==> config.mk <==
export PLATFORM = sky130hd
export DESIGN_NAME = core_fetch_queue
export DESIGN_NICKNAME = d
export VERILOG_FILES = /design/src/rtl/core_fetch_queue_pkg.sv /design/src/rtl/core_fetch_fifo.sv /design/src/rtl/core_fetch_queue.sv
export SDC_FILE = /design/constraint.sdc
export NUM_CORES = 1
export LEC_CHECK = 0
export BUFFER_PORTS_ARGS = -buffer_cell sky130_fd_sc_hd__clkbuf_2
export CORE_UTILIZATION = 23
export CTS_CLUSTER_SIZE = 12
export DETAILED_ROUTE_END_ITERATION = 10
export GPL_TIMING_DRIVEN = 0
export PLACE_DENSITY = 0.47
export REMOVE_ABC_BUFFERS = 1
export SLEW_MARGIN = 20
export SYNTH_ARGS = -nofsm -noshare
export SYNTH_HDL_FRONTEND = slang
export SYNTH_HIERARCHICAL = 1
export SYNTH_SLANG_ARGS = --single-unit
==> constraint.sdc <==
create_clock -name clk -period 3.7 [get_ports clk]
set_input_delay 0.925 -clock clk [delete_from_list [all_inputs] [get_ports clk]]
set_output_delay 0.925 -clock clk [all_outputs]
set_load 0.02 [all_outputs]
==> src/rtl/core_fetch_queue_pkg.sv <==
// Shared core types: instruction word, 30-bit word address and the fetch queue entry.
package core_fetch_queue_pkg;

  localparam logic [31:0] NOP_INSN = 32'he1a00000;

  typedef logic [31:0] word_t;
  typedef logic [29:0] ptr_t;

  typedef struct packed {
    word_t insn;
    ptr_t  pc;
  } fetch_entry_t;

endpackage

==> src/rtl/core_fetch_fifo.sv <==
// Small prefetch FIFO of {word, pc} entries with synchronous clear.
module core_fetch_fifo
  import core_fetch_queue_pkg::*;
#(
  parameter int ORDER = 2
) (
  input  logic         clk,
  input  logic         rst,
  input  logic         clear,
  input  logic         push,
  input  fetch_entry_t push_data,
  input  logic         pop,
  output fetch_entry_t head_data,
  output logic         full,
  output logic         empty,
  output logic [ORDER:0] count
);

  localparam int DEPTH = 2 ** ORDER;

  fetch_entry_t mem [DEPTH];
  logic [ORDER-1:0] wr_ptr_reg;
  logic [ORDER-1:0] rd_ptr_reg;
  logic [ORDER:0]   count_reg;
  logic             wr_en;
  logic             rd_en;

  // A push into a full queue is only accepted when a pop frees the slot this cycle.
  assign wr_en = push && !clear && (!full || pop);
  assign rd_en = pop && !clear && !empty;

  always_ff @(posedge clk) begin
    if (wr_en) begin
      mem[wr_ptr_reg] <= push_data;
    end
  end

  always_ff @(posedge clk) begin
    if (rst || clear) begin
      wr_ptr_reg <= '0;
      rd_ptr_reg <= '0;
      count_reg  <= '0;
    end else begin
      if (wr_en) begin
        wr_ptr_reg <= wr_ptr_reg + 1'b1;
      end
      if (rd_en) begin
        rd_ptr_reg <= rd_ptr_reg + 1'b1;
      end
      count_reg <= count_reg + (ORDER+1)'(wr_en) - (ORDER+1)'(rd_en);
    end
  end

  assign head_data = mem[rd_ptr_reg];
  assign count     = count_reg;
  assign empty     = (count_reg == '0);
  assign full      = (count_reg == (ORDER+1)'(DEPTH));

endmodule

==> src/rtl/core_fetch_queue.sv <==
// Instruction fetch with single-outstanding bus reads, prefetch queue and flush redirect.
module core_fetch_queue
  import core_fetch_queue_pkg::*;
#(
  parameter int          ORDER = 2,
  parameter logic [31:0] NOP   = NOP_INSN
) (
  input  logic        clk,
  input  logic        rst,
  input  logic        stall,
  input  logic        flush,
  input  logic [29:0] target,
  output logic        start,
  output logic [29:0] addr,
  input  logic        ready,
  input  logic [31:0] data_rd,
  output logic [31:0] insn,
  output logic [29:0] insn_pc,
  output logic        nop
);

  localparam int DEPTH = 2 ** ORDER;

  ptr_t         fetch_pc_reg;
  ptr_t         req_pc_reg;
  logic         outstanding_reg;
  logic         discard_reg;
  word_t        insn_reg;
  ptr_t         insn_pc_reg;
  logic         nop_reg;

  fetch_entry_t q_head;
  fetch_entry_t q_push_data;
  logic         q_full;
  logic         q_empty;
  logic [ORDER:0] q_count;
  logic         q_push;
  logic         q_pop;

  logic         pop_slot;
  logic         resp;
  logic         resp_keep;
  logic         bypass;
  logic [ORDER+1:0] slots_needed;
  logic         space_ok;

  assign pop_slot  = !stall && !flush;
  assign q_pop     = pop_slot && !q_empty;
  assign resp      = ready && outstanding_reg;
  assign resp_keep = resp && !discard_reg && !flush;
  assign bypass    = pop_slot && q_empty && resp_keep;
  assign q_push    = resp_keep && !bypass;

  // Only issue if the word will have a slot when it returns, counting a pop this cycle.
  assign slots_needed = {1'b0, q_count} + {{(ORDER+1){1'b0}}, !q_pop};
  assign space_ok     = (slots_needed <= (ORDER+2)'(DEPTH));

  assign start = !rst && !outstanding_reg && !flush && space_ok;
  assign addr  = fetch_pc_reg;

  assign q_push_data = '{insn: data_rd, pc: req_pc_reg};

  core_fetch_fifo #(
    .ORDER(ORDER)
  ) u_fifo (
    .clk      (clk),
    .rst      (rst),
    .clear    (flush),
    .push     (q_push),
    .push_data(q_push_data),
    .pop      (q_pop),
    .head_data(q_head),
    .full     (q_full),
    .empty    (q_empty),
    .count    (q_count)
  );

  always_ff @(posedge clk) begin
    if (rst) begin
      fetch_pc_reg    <= '0;
      req_pc_reg      <= '0;
      outstanding_reg <= 1'b0;
      discard_reg     <= 1'b0;
    end else begin
      if (flush) begin
        fetch_pc_reg <= target;
      end else if (start) begin
        fetch_pc_reg <= fetch_pc_reg + 1'b1;
        req_pc_reg   <= fetch_pc_reg;
      end

      if (resp) begin
        outstanding_reg <= 1'b0;
      end else if (start) begin
        outstanding_reg <= 1'b1;
      end

      // A request still in flight after the flush cycle returns a stale word.
      if (flush) begin
        discard_reg <= outstanding_reg && !ready;
      end else if (resp) begin
        discard_reg <= 1'b0;
      end
    end
  end

  always_ff @(posedge clk) begin
    if (rst) begin
      insn_reg    <= NOP;
      insn_pc_reg <= '0;
      nop_reg     <= 1'b1;
    end else if (flush) begin
      insn_reg <= NOP;
      nop_reg  <= 1'b1;
    end else if (!stall) begin
      if (!q_empty) begin
        insn_reg    <= q_head.insn;
        insn_pc_reg <= q_head.pc;
        nop_reg     <= 1'b0;
      end else if (resp_keep) begin
        insn_reg    <= data_rd;
        insn_pc_reg <= req_pc_reg;
        nop_reg     <= 1'b0;
      end else begin
        insn_reg <= NOP;
        nop_reg  <= 1'b1;
      end
    end
  end

  assign insn    = insn_reg;
  assign insn_pc = insn_pc_reg;
  assign nop     = nop_reg;

endmodule

==> flow_summary.json <==
{
  "clock_sinks": 382,
  "hpwl_mm": 23.9,
  "p_per_area_nw_per_um2": 486,
  "cts.clk_slew.worst_paths_ns": 0.06,
  "fmax_mhz": 276,
  "avgSynthCellArea_um2": 14.7,
  "hold_ws_ns": 0.481,
  "drt-wirelength-per-cell_um": 18.9,
  "grt-ovfl-total": 0,
  "cp_cell_sequence": "clkbuf_16 > nor2_2 > nand2_2 > ha_4 > ha_4 > nor2_2 > o211ai_4 > clkbuf_16 > clkinv_16 > clkbuf_8",
  "ys.flop_type": "edfxtp_1",
  "path_max_fanout": 62,
  "final_cell_count_no_fill": 2107,
  "cpPeakStageDelay_ns": 0.26,
  "drc": 0,
  "holdPathStages": 2,
  "firstDrtPassIters": 5,
  "rr_worst_depth": 13,
  "yosysWarnings": 6,
  "synthCells": 1046,
  "synthArstFlopShare": 0,
  "total_power_uw": 9210,
  "synth-seq-cells": 382,
  "arrival_ns": 2.70,
  "vias_per_cell": 4.51,
  "nets": 1284,
  "cp_slowest_cell": "ha_4",
  "period_needed_ns": 3.63,
  "port_buffers": 160,
  "io_pins": 161,
  "grt_max_degree": 79,
  "row_count": 94,
  "peakVddDrop_v": 0.000287,
  "worst_pin_slew_ns": 0.755,
  "numCtsBuffers": 43,
  "synthesis.area_um2": 15400,
  "finalWirelength_mm": 39.8,
  "vias": 9506,
  "clockBufferDepth": 3,
  "crit_path_end_kind": "primary output",
  "drive_gt1_frac": 0.238,
  "finalInstanceArea_um2": 19000,
  "antenna_found_initial": 1,
  "crit_required_ns": 2.77,
  "track_usage": 0.117,
  "cts_tree": "yes",
  "max_cap_violations": 0,
  "yosys.cell_types.count": 66,
  "core_um2": 65900,
  "synth_commonest_cells": "edfxtp_1 (248), dfxtp_1 (134), nand2_1 (102), mux4_1 (55)",
  "place_congestion": 0.762,
  "ys_seq_area_frac": 0.660,
  "yosys.area.top_type_share": 0.485,
  "synth_edf_count": 248,
  "crit_type": "primary input to primary output",
  "die_area_um2": 67800,
  "h-tree-depth": 2,
  "synthTopCellsByArea": "edfxtp_1 (49%), dfxtp_1 (17%), mux4_1 (9.4%)",
  "dieHeight_um": 260,
  "synth_largest_area_cell": "edfxtp_1",
  "ant_nets": 0,
  "setup_violations": 0,
  "finClkSkew_ns": 0.0262,
  "fill_cells": 6742,
  "rsz0062_at_grt": "no",
  "status": "finished, final reports clean",
  "start_kind": "primary input",
  "drt_iter0_markers": 544,
  "insertion_delay_ns": 0.58,
  "dpl_cell_area_um2": 17400,
  "grt_pass1_vias": 9533,
  "final_core_util": 0.288,
  "grt_pass1_wl_mm": 60.1,
  "maxSlewHeadroom": 0.495,
  "post-place-cells": 2019,
  "largest_reg_flops": 248,
  "initial_core_util": 0.233,
  "hold_path_class": "flop to flop",
  "synth_most_common_cell": "edfxtp_1",
  "area_delta_synth_final_pct": 23.6,
  "maxSlewViolCount": 0,
  "root_buffer": "clkbuf_16",
  "post-route-period-util": 0.980,
  "hold_viol": 0,
  "die_w_um": 260,
  "p_leak_uw": 0.00669
}
## worst max-delay path: cells and delay by family
family / cells / cell delay [ns]
AOI/OAI and AO/OA: 1 / 0.25
buffers and inverters: 4 / 0.68
and+or+nand+nor: 3 / 0.34
adders and majority gates: 2 / 0.44
## cells in the final DEF, fill, tap and decap left out, types with 4 or more instances in the layout
| cell type | n |
|---|---|
| dfxtp_4 | 5 |
| a31oi_1 | 11 |
| o21ai_0 | 14 |
| buf_4 | 6 |
| nand4_1 | 7 |
| nor2b_1 | 34 |
| and2_4 | 4 |
| clkbuf_16 | 46 |
| o211ai_1 | 7 |
| nand2b_1 | 8 |
| clkbuf_1 | 12 |
| a221oi_1 | 27 |
| clkinv_2 | 8 |
| mux2i_1 | 35 |
| clkbuf_8 | 10 |
| a211oi_1 | 31 |
| mux4_2 | 7 |
| nor3_1 | 33 |
| nand2_1 | 101 |
| clkbuf_2 | 156 |
| or3_1 | 6 |
| inv_1 | 12 |
| nor2_1 | 51 |
| dfxtp_1 | 129 |
| nand3_1 | 17 |
| buf_16 | 10 |
| a21oi_1 | 54 |
| edfxtp_1 | 248 |
| ha_1 | 7 |
| o22ai_1 | 6 |
| mux2_2 | 4 |
| mux4_1 | 55 |
## logic make-up (layout without fill, tap and decap cells)
| family | count (synthesis) | count (layout) | synth area share |
|---|---|---|---|
| compound gates | 175 | 175 | 0.0775 |
| xor+xnor | 3 | 3 | 0.00171 |
| fa+ha+maj | 10 | 10 | 0.00864 |
| buf+inv | 81 | 277 | 0.0253 |
| flops | 382 | 382 | 0.660 |
| mux | 102 | 102 | 0.131 |
| other cells | 0 | 1 | 0 |
| simple gates | 293 | 293 | 0.0963 |
## path summary, 6_finish.rpt
kind | startpoint | slack [ns] | endpoint
worst max-delay path | flush | 0.07 | start
worst min-delay path | u_fifo/rd_ptr_reg[1]$_SDFFE_PP0P_ | 0.48 | flop
worst max register to register | u_fifo/count[1]$_SDFF_PP0_ | 0.74 | addr[20]$_SDFFE_PP0P_
worst min register to register | u_fifo/rd_ptr_reg[1]$_SDFFE_PP0P_ | 0.48 | flop
## power by group
part	internal, uW	total [uW]	switching [uW]
Sequential	4560	4620	61.2
Clock	2470	4210	1740
Combinational	138	374	235
Total	7170	9210	2040
## per-stage QoR
step           setup WS (ns)   TNS, ns
6_report              0.0726         0
5_1_grt              0.00192         0
4_1_cts              0.00361         0
3_5_place_dp           -1.35    -51.45
3_3_place_gp           -8.52  -2447.67
2_1_floorplan          -3.07   -638.78
## layer usage
layer | wire length, um | vias to the layer above | global-route usage
met5 | 0 | - | 0
met4 | 529 | 0 | 0.0278
met3 | 2530 | 41 | 0.0285
met2 | 18300 | 273 | 0.187
met1 | 18400 | 4766 | 0.158
li1 | - | 4426 | -
## area by class of cell
| class | instances | area, um^2 | share of cell area |
|---|---|---|---|
| inverter | 14 | 95.1 | 0.00501 |
| multi-input combinational | 583 | 4920 | 0.259 |
| timing repair buffer | 182 | 1310 | 0.0691 |
| clock inverter | 17 | 173 | 0.00910 |
| tap | 864 | 1080 | 0.0570 |
| antenna | 1 | 2.50 | 0.000132 |
| sequential | 382 | 10100 | 0.535 |
| timing repair inverter | 1 | 8.76 | 0.000462 |
| clock buffer | 63 | 1230 | 0.0649 |
## repair_timing
action,CTS,global route
buffers inserted,5,1
cloned,2,0
hold buffers,0,0
setup endpoints to repair,62,1
pin swaps,2,3
endpoints found under the hold margin,0,0
resized for setup,24,8
No activity file was read; power rests on OpenSTA's default activity.
